[src/rtl/rtlinf_iter_scheduler_if.sv]
// Bundle of the scheduler's configuration, read-request, write-strobe and
// status signals. The scheduler itself connects through the slave modport.
// The block that configures it and feeds it handshakes uses the master modport.
interface rtlinf_iter_scheduler_if #(
  parameter int LOG_MAX_ITERS          = 8,
  parameter int LOG_MAX_READS_PER_ITER = 8,
  parameter int LOG_MAX_ADDRESS        = 12
);
  logic                              configure;
  logic [LOG_MAX_ITERS-1:0]          num_iters;
  logic [LOG_MAX_READS_PER_ITER-1:0] num_reads_per_iter;
  logic [LOG_MAX_ADDRESS-1:0]        read_address;
  logic [LOG_MAX_ADDRESS-1:0]        write_address;
  logic [LOG_MAX_ADDRESS-1:0]        rd_addr;
  logic                              rd_valid;
  logic                              rd_ready;
  logic                              rd_last;
  logic                              res_valid;
  logic                              wr_en;
  logic [LOG_MAX_ADDRESS-1:0]        wr_addr;
  logic                              busy;
  logic                              done;

  modport master (
    output configure, num_iters, num_reads_per_iter, read_address, write_address,
    output rd_ready, res_valid,
    input  rd_addr, rd_valid, rd_last, wr_en, wr_addr, busy, done
  );

  modport slave (
    input  configure, num_iters, num_reads_per_iter, read_address, write_address,
    input  rd_ready, res_valid,
    output rd_addr, rd_valid, rd_last, wr_en, wr_addr, busy, done
  );
endinterface

[src/rtl/rtlinf_iter_scheduler.sv]
// Iteration scheduler: streams num_iters * num_reads_per_iter consecutive
// read addresses (with a per-iteration last flag), and hands out one write
// address per iteration result until num_iters results have been stored.
module rtlinf_iter_scheduler #(
  parameter int LOG_MAX_ITERS          = 8,
  parameter int LOG_MAX_READS_PER_ITER = 8,
  parameter int LOG_MAX_ADDRESS        = 12
) (
  input  logic                  clk,
  input  logic                  rst,
  rtlinf_iter_scheduler_if.slave bus
);

  localparam int IW = LOG_MAX_ITERS;
  localparam int RW = LOG_MAX_READS_PER_ITER;
  localparam int AW = LOG_MAX_ADDRESS;

  localparam logic [1:0] S_IDLE  = 2'd0;
  localparam logic [1:0] S_RUN   = 2'd1;
  localparam logic [1:0] S_DRAIN = 2'd2;
  localparam logic [1:0] S_DONE  = 2'd3;

  localparam logic [IW-1:0] I_ONE = IW'(1);
  localparam logic [RW-1:0] R_ONE = RW'(1);
  localparam logic [AW-1:0] A_ONE = AW'(1);

  logic [1:0]    state_q, state_d;
  logic [IW-1:0] iters_q, iters_d;        // latched num_iters
  logic [RW-1:0] reads_q, reads_d;        // latched num_reads_per_iter
  logic [AW-1:0] rd_base_q, rd_base_d;    // latched read_address
  logic [AW-1:0] wr_base_q, wr_base_d;    // latched write_address
  logic [AW-1:0] rd_acc_q, rd_acc_d;      // total accepted reads, mod 2^AW
  logic [RW-1:0] rcnt_q, rcnt_d;          // reads accepted in current iteration
  logic [IW-1:0] iter_cnt_q, iter_cnt_d;  // completed read iterations
  logic [IW-1:0] wr_cnt_q, wr_cnt_d;      // results written

  logic busy, rd_valid, rd_last, rd_accept, last_iter, final_read;
  logic wr_en, wr_final, writes_complete, zero_cfg;

  // Output decode and handshake qualifiers derived from current state.
  always_comb begin
    busy            = (state_q == S_RUN) || (state_q == S_DRAIN);
    rd_valid        = (state_q == S_RUN);
    rd_last         = rd_valid && (rcnt_q == reads_q - R_ONE);
    rd_accept       = rd_valid && bus.rd_ready;
    last_iter       = (iter_cnt_q == iters_q - I_ONE);
    final_read      = rd_accept && rd_last && last_iter;
    wr_en           = bus.res_valid && busy && (wr_cnt_q < iters_q);
    wr_final        = wr_en && (wr_cnt_q == iters_q - I_ONE);
    // All results stored, either already or by the write happening this cycle.
    writes_complete = wr_final || (wr_cnt_q == iters_q);
    zero_cfg        = (bus.num_iters == '0) || (bus.num_reads_per_iter == '0);
  end

  assign bus.busy     = busy;
  assign bus.done     = (state_q == S_DONE);
  assign bus.rd_valid = rd_valid;
  assign bus.rd_last  = rd_last;
  assign bus.rd_addr  = rd_base_q + rd_acc_q;
  assign bus.wr_en    = wr_en;
  assign bus.wr_addr  = wr_base_q + AW'(wr_cnt_q);

  // Next-state logic for the run FSM and all counters.
  always_comb begin
    state_d    = state_q;
    iters_d    = iters_q;
    reads_d    = reads_q;
    rd_base_d  = rd_base_q;
    wr_base_d  = wr_base_q;
    rd_acc_d   = rd_acc_q;
    rcnt_d     = rcnt_q;
    iter_cnt_d = iter_cnt_q;
    wr_cnt_d   = wr_cnt_q;

    if (rd_accept) begin
      rd_acc_d = rd_acc_q + A_ONE;
      if (rd_last) begin
        rcnt_d     = '0;
        iter_cnt_d = iter_cnt_q + I_ONE;
      end else begin
        rcnt_d = rcnt_q + R_ONE;
      end
    end
    if (wr_en) wr_cnt_d = wr_cnt_q + I_ONE;

    case (state_q)
      S_IDLE: begin
        if (bus.configure) begin
          iters_d    = bus.num_iters;
          reads_d    = bus.num_reads_per_iter;
          rd_base_d  = bus.read_address;
          wr_base_d  = bus.write_address;
          rd_acc_d   = '0;
          rcnt_d     = '0;
          iter_cnt_d = '0;
          wr_cnt_d   = '0;
          state_d    = zero_cfg ? S_DONE : S_RUN;
        end
      end
      S_RUN: begin
        // Results may finish before the reads do; then the last read ends the run.
        if (final_read) state_d = writes_complete ? S_DONE : S_DRAIN;
      end
      S_DRAIN: begin
        if (wr_final) state_d = S_DONE;
      end
      default: begin
        state_d = S_IDLE;
      end
    endcase
  end

  // State and counter registers with asynchronous clear.
  always_ff @(posedge clk or posedge rst) begin
    if (rst) begin
      state_q    <= S_IDLE;
      iters_q    <= '0;
      reads_q    <= '0;
      rd_base_q  <= '0;
      wr_base_q  <= '0;
      rd_acc_q   <= '0;
      rcnt_q     <= '0;
      iter_cnt_q <= '0;
      wr_cnt_q   <= '0;
    end else begin
      state_q    <= state_d;
      iters_q    <= iters_d;
      reads_q    <= reads_d;
      rd_base_q  <= rd_base_d;
      wr_base_q  <= wr_base_d;
      rd_acc_q   <= rd_acc_d;
      rcnt_q     <= rcnt_d;
      iter_cnt_q <= iter_cnt_d;
      wr_cnt_q   <= wr_cnt_d;
    end
  end

endmodule

[src/flat_wrapper.sv]
// flat-port wrapper written by rule: the top's interface ports become plain ports
module rtlinf_iter_scheduler_flat 
#(
  parameter int LOG_MAX_ITERS          = 8,
  parameter int LOG_MAX_READS_PER_ITER = 8,
  parameter int LOG_MAX_ADDRESS        = 12
)
  (clk, rst, bus_configure, bus_num_iters, bus_num_reads_per_iter, bus_read_address, bus_write_address, bus_rd_ready, bus_res_valid, bus_rd_addr, bus_rd_valid, bus_rd_last, bus_wr_en, bus_wr_addr, bus_busy, bus_done);
  rtlinf_iter_scheduler_if #(.LOG_MAX_ITERS(LOG_MAX_ITERS), .LOG_MAX_READS_PER_ITER(LOG_MAX_READS_PER_ITER), .LOG_MAX_ADDRESS(LOG_MAX_ADDRESS)) bus_i ();
  input  logic clk;
  input  logic rst;
  input wire logic [$bits(bus_i.configure)-1:0] bus_configure;
  input wire logic [$bits(bus_i.num_iters)-1:0] bus_num_iters;
  input wire logic [$bits(bus_i.num_reads_per_iter)-1:0] bus_num_reads_per_iter;
  input wire logic [$bits(bus_i.read_address)-1:0] bus_read_address;
  input wire logic [$bits(bus_i.write_address)-1:0] bus_write_address;
  input wire logic [$bits(bus_i.rd_ready)-1:0] bus_rd_ready;
  input wire logic [$bits(bus_i.res_valid)-1:0] bus_res_valid;
  output wire logic [$bits(bus_i.rd_addr)-1:0] bus_rd_addr;
  output wire logic [$bits(bus_i.rd_valid)-1:0] bus_rd_valid;
  output wire logic [$bits(bus_i.rd_last)-1:0] bus_rd_last;
  output wire logic [$bits(bus_i.wr_en)-1:0] bus_wr_en;
  output wire logic [$bits(bus_i.wr_addr)-1:0] bus_wr_addr;
  output wire logic [$bits(bus_i.busy)-1:0] bus_busy;
  output wire logic [$bits(bus_i.done)-1:0] bus_done;
  assign bus_i.configure = bus_configure;
  assign bus_i.num_iters = bus_num_iters;
  assign bus_i.num_reads_per_iter = bus_num_reads_per_iter;
  assign bus_i.read_address = bus_read_address;
  assign bus_i.write_address = bus_write_address;
  assign bus_i.rd_ready = bus_rd_ready;
  assign bus_i.res_valid = bus_res_valid;
  assign bus_rd_addr = bus_i.rd_addr;
  assign bus_rd_valid = bus_i.rd_valid;
  assign bus_rd_last = bus_i.rd_last;
  assign bus_wr_en = bus_i.wr_en;
  assign bus_wr_addr = bus_i.wr_addr;
  assign bus_busy = bus_i.busy;
  assign bus_done = bus_i.done;
  rtlinf_iter_scheduler #(.LOG_MAX_ITERS(LOG_MAX_ITERS), .LOG_MAX_READS_PER_ITER(LOG_MAX_READS_PER_ITER), .LOG_MAX_ADDRESS(LOG_MAX_ADDRESS)) u_core (.clk(clk), .rst(rst), .bus(bus_i));
endmodule
[config.mk]
export PLATFORM = sky130hd
export DESIGN_NAME = rtlinf_iter_scheduler_flat
export DESIGN_NICKNAME = d
export VERILOG_FILES = /design/src/rtl/rtlinf_iter_scheduler_if.sv /design/src/rtl/rtlinf_iter_scheduler.sv /design/src/flat_wrapper.sv
export SDC_FILE = /design/constraint.sdc
export NUM_CORES = 1
export LEC_CHECK = 0
export BUFFER_PORTS_ARGS = -buffer_cell sky130_fd_sc_hd__buf_2
export CORE_MARGIN = 1.5
export CORE_UTILIZATION = 58
export CTS_CLUSTER_DIAMETER = 150
export CTS_CLUSTER_SIZE = 25
export DETAILED_ROUTE_END_ITERATION = 8
export PLACE_DENSITY = 0.84
export SYNTH_ARGS = -nofsm -noshare
export SYNTH_HDL_FRONTEND = slang
export SYNTH_SLANG_ARGS = --single-unit
[constraint.sdc]
create_clock -name clk -period 3.6 [get_ports clk]
set_clock_uncertainty 0.15 [all_clocks]
set_input_delay 1.08 -clock clk [delete_from_list [all_inputs] [get_ports clk]]
set_output_delay 1.08 -clock clk [all_outputs]
set_load 0.03 [all_outputs]
## Yosys cells after proc, flatten, opt, wreduce, memory -nomap -nowiden

Cells that the tools add are included.

| cells by class | value |
|---|---|
| magnitude comparators | 1 |
| $add $sub $neg | 8 |
| reduce and logical (&&, ||, !) cells | 15 |
| mux-type cells | 20 |
| equal/unequal tests | 10 |

Operator list:

| operator | count |
|---|---|
| 2-to-1 mux 8 bit | 11 |
| 2-to-1 mux 12 bit | 3 |
| equality test 8 bit | 4 |
| adder 8 x 1 -> 8 bit, second input constant | 3 |
| logical NOT 8 bit | 2 |
| subtractor 8 x 1 -> 8 bit, second input constant | 2 |
| adder 12 x 1 -> 12 bit, second input constant | 1 |
| adder 12 bit | 1 |
| adder 12 x 8 -> 12 bit | 1 |
| less-than comparator 8 bit | 1 |
| 2-to-1 mux 2 bit | 4 |
| logical AND 1 bit | 7 |
| one-hot mux 2 bit (3 select lines) | 1 |
| equality test 2 bit, second input constant | 2 |
| != test 2 x 1 -> 1 bit, second input constant | 2 |
| logical OR 1 bit | 3 |
| AND reduction 3 bit | 1 |
| equality test 2 x 1 -> 1 bit, second input constant | 1 |
| logical NOT 2 bit | 1 |
| != test 2 bit, second input constant | 1 |
| AND reduction 2 bit | 1 |
| 2-to-1 mux 1 bit | 1 |

| storage, ports and cells | value |
|---|---|
| output and inout port bits | 29 |
| register bits after elaboration | 78 |
| logic and storage cells | 63 |
| input port bits | 45 |

## Logic depth before layout (Yosys ltp)

| depth | value |
|---|---|
| word-level depth | 9 |
| mapped depth | 11 |
| mapped depth without buffers | 11 |

## Worst setup path after synthesis

OpenSTA, ideal clock, no wires.

| timing path | value |
|---|---|
| path type | reg-to-output |
| start point | register u_core.rd_acc_q[0] |
| end point | output port bus_rd_addr[10] |
| cell stages (with the launch flop) | 11 |
| data arrival time | 2.952 ns |
| slack | -0.582 ns |
| data required time | 2.370 ns |
| cell sequence | dfrtp_1 -> ha_1 -> inv_1 -> fa_1 -> nor2b_1 -> o21ai_0 -> a21boi_0 -> o21ai_0 -> a21oi_1 -> o31ai_1 -> o311ai_0 |

| between the ends | value |
|---|---|
| longest elaborated chain between the ends | 1 |

RTL lines:

| what | RTL line | RTL |
|---|---|---|
| from (decl) | rtlinf_iter_scheduler.sv:32 | `logic [AW-1:0] rd_acc_q, rd_acc_d;` |
| from (signal assigned) | rtlinf_iter_scheduler.sv:131 | `rd_acc_q <= rd_acc_d;` |
| adder 12 bit | rtlinf_iter_scheduler.sv:59 | `assign bus.rd_addr = rd_base_q + rd_acc_q;` |
| to (decl) | flat_wrapper.sv:19 | `output wire logic [$bits(bus_i.rd_addr)-1:0] bus_rd_addr;` |

Every way passes these cells.

## Final worst setup path

| timing path | value |
|---|---|
| start point | register u_core.wr_cnt_q[0] |
| end point | output port bus_wr_addr[10] |

| between the ends | value |
|---|---|
| longest elaborated chain between the ends | 1 |

RTL lines:

| what | RTL line | RTL |
|---|---|---|
| from (decl) | rtlinf_iter_scheduler.sv:35 | `logic [IW-1:0] wr_cnt_q, wr_cnt_d;` |
| from (signal assigned) | rtlinf_iter_scheduler.sv:134 | `wr_cnt_q <= wr_cnt_d;` |
| adder 12 x 8 -> 12 bit | rtlinf_iter_scheduler.sv:61 | `assign bus.wr_addr = wr_base_q + AW'(wr_cnt_q);` |
| to (decl) | flat_wrapper.sv:23 | `output wire logic [$bits(bus_i.wr_addr)-1:0] bus_wr_addr;` |

Every way passes these cells.

==> flow_summary_export.csv <==
group,metric,value,unit
run_status,status,"complete, but fails checks",
run_status,violations,"negative setup slack",
routing,via_count,4698,
logic_synthesis,synth_nets,663,
logic_synthesis,synthCells,579,
sta,fin_crit_sh,106,%
die,die_x,96.4,um
die,start_util,60.7,%
final_layout,final_area,6330,um^2
logic_synthesis,ys_seq_elements,78,
logic_synthesis,syn-cell-area,5060,um^2
worst_setup_path,arrival,2.59,ns
worst_setup_path,end_kind,"output pin",
clock_network,htree_levels,3,
routing,totalWireLength,14000,um
pwr,power.leakage,3.13,nW
sta,timing.fmax,0.262,GHz
clock_network,holdBufCountCts,0,
final_layout,drive_above_1_share,28.0,%
final_layout,antennaDiodeCount,0,
final_layout,final_common_cell,"nand2_1",
clock_network,clockBufferDepth,2,
logic_synthesis,syn_area_per_cell,8.74,um^2
die,rows,33,
sta,hold_violations,0,
logic_synthesis,ys_types,56,
place,place.gp.congestion,0.951,
logic_synthesis,synth_largest_area_cell,"dfrtp_1",
routing,dr.pass1.iters,4,
logic_synthesis,synth-edff-count,0,
grt,grt_pass1_wl,21700,um
logic_synthesis,synth-seq-area-share,38.6,%
clock_network,cts_tree,"yes",
die,core,8340,um^2
worst_setup_path,crit_path_start_kind,"flop",
worst_setup_path,critPathRequiredTime,2.37,ns
die,die_h,96.4,um
routing,vias_per_cell,5.89,
place,io_buffers,73,
sta,slew_viol_final,0,
final_layout,syn_to_final_growth,25.2,%
routing,detail_route.iter0.violations,316,
sta,max_slew.worst_pin.slew,0.634,ns
final_layout,final_cell_mix,"nand2_1 (130), dfrtp_1 (75), buf_2 (59)",
clock_network,clk_pin_slew,0.08,ns
sta,fin_ws,-0.218,ns
hold_path,min_from,"u_core.rd_base_q[2]",
clock_network,clk_latency,0.36,ns
worst_setup_path,reg2reg_from,"u_core.reads_q[5]",
routing,wire_per_inst,17.5,um
worst_setup_path,critical_path_class,"flop to output pin",
routing,antenna_left,0,
place,placed_area,5670,um^2
routing,drc_errors,0,
grt,grt_max_degree,55,
grt,grt_overflow,0,
logic_synthesis,ys.flop_type,"dfrtp_1",
job,max_cap_violations,0,
logic_synthesis,synthTopCellsByArea,"dfrtp_1 (39%), nand2_1 (9.8%), ha_1 (9.2%)",
place,dpl.hpwl,8740,um
die,ioPinCount,74,
grt,antenna_found_initial,0,
grt,grt_use_total,30.8,%
hold_path,hold_path.class,"flop to flop",
place,place_ws,-0.148,ns
worst_setup_path,startpoint,"u_core.wr_cnt_q[0]",
clock_network,numCtsBuffers,9,
final_layout,fin_nets,774,
worst_setup_path,critPathMaxFanout,2,
pwr,ir_drop,0.755,mV
logic_synthesis,synthArstFlopShare,100,%
clock_network,cts-root-buf,"clkbuf_8",
sta,rsz0062_at_grt,"true",
grt,grt_pass1_vias,4674,
sta,slew_headroom,57.6,%
logic_synthesis,synth.top_cell.area_share,38.6,%
die,dieArea,9290,um^2
sta,period_minus_slack,3.82,ns
sta,setup_violations,8,
pwr,power_density,804,nW/um^2
logic_synthesis,yosysWarnings,0,
clock_network,clock_sinks,78,
-- layout make-up --
type	count	area [um^2]
repair buffers	120	785
flip-flops and latches	78	1960
fillers	542	2010
inverters	33	124
clock buffers	10	128
clock inverters	4	97.6
well taps	105	131
multi-input cells	448	3110
-- cells by family (layout without fill, tap and decap cells) --
logic type	after synthesis	count (layout)	share of synthesized area (%)
adders and majority gates	39	39	9.94
xor gates and xnor gates	68	68	12.3
DFF	78	78	38.6
and+or+nand+nor	256	256	23.5
buffers and inverters	53	167	3.96
muxes	4	4	0.792
AOI/OAI and AO/OA	81	81	10.9
-- registers in the layout (all words and copies together) (netlist names), 8 cells and up --
| name | flops |
|---|---|
| u_core.reads_q | 8 |
| u_core.rcnt_q | 8 |
| u_core.iter_cnt_q | 8 |
| u_core.rd_acc_q | 12 |
| u_core.iters_q | 8 |
| u_core.wr_base_q | 12 |
| u_core.rd_base_q | 12 |
| u_core.wr_cnt_q | 8 |
-- synth_stat cells (6+ instances only) --
master    instances
a21oi_1          20
nor4_1            6
inv_1            33
dfrtp_1          78
nand3_1          11
nand4_1          14
clkbuf_1         18
and3_1            6
nand2_1         132
xnor2_1          37
ha_1             37
nor2b_1           7
o21ai_0          28
nor2_1           49
xor2_1           29
-- timing repair --
item,CTS,global route
pin swaps,29,22
gates resized for setup,44,37
endpoints found under the setup margin,13,15
setup buffers,23,10
-- power breakdown --
group / leakage, nW / internal (mW) / switching [mW]
clock network: 0.108 / 0.454 / 0.332
registers: 1.01 / 1.14 / 0.297
logic: 2.00 / 1.18 / 1.69
-- worst max-delay path: stages, from the launching register on --
cell and delay (ns):
dfrtp_1 0.42, ha_4 0.17, inv_2 0.03, fa_2 0.34, nor2b_2 0.13, o21ai_2 0.07
a21boi_2 0.17, o21ai_2 0.10, a21boi_2 0.20, o21ai_2 0.09, a21oi_2 0.17, xor2_2 0.18
buf_6 0.15
-- layer usage --
layer,vias to the layer above,global-route usage (%),wire (um)
li1,2177,-,-
met2,185,52.9,7230
met4,0,16.2,549
met3,56,5.16,710
met5,-,0,0
met1,2280,36.9,5490
-- final timing paths --
| kind | to | slack, ns | cells past startpoint |
|---|---|---|---|
| min | u_core.rd_base_q[2] | 0.34 | 2 |
| min in group asynchronous | u_core.reads_q[5] | 0.61 | 2 |
| max in group asynchronous | u_core.iters_q[2] | 1.98 | 3 |
| max | bus_wr_addr[10] | -0.22 | 12 |
| min reg2reg | u_core.rd_base_q[2] | 0.34 | 2 |
| max reg2reg | u_core.iter_cnt_q[6] | 0.61 | 9 |
-- per-stage QoR --
stage	util, %	hold WS (ns)	power (mW)	setup TNS [ns]	instances
after floorplan	-	0.300	3.23	0	579
after CTS	74.0	0.340	4.87	-0.816	793
after detailed placement	67.9	0.321	3.90	-0.260	757
after global placement	67.9	0.312	3.77	-0.0638	757
final	75.9	0.341	5.09	-1.04	798
after global routing	75.9	0.378	5.40	-2.20	798
No activity file was read; power rests on OpenSTA's default activity.
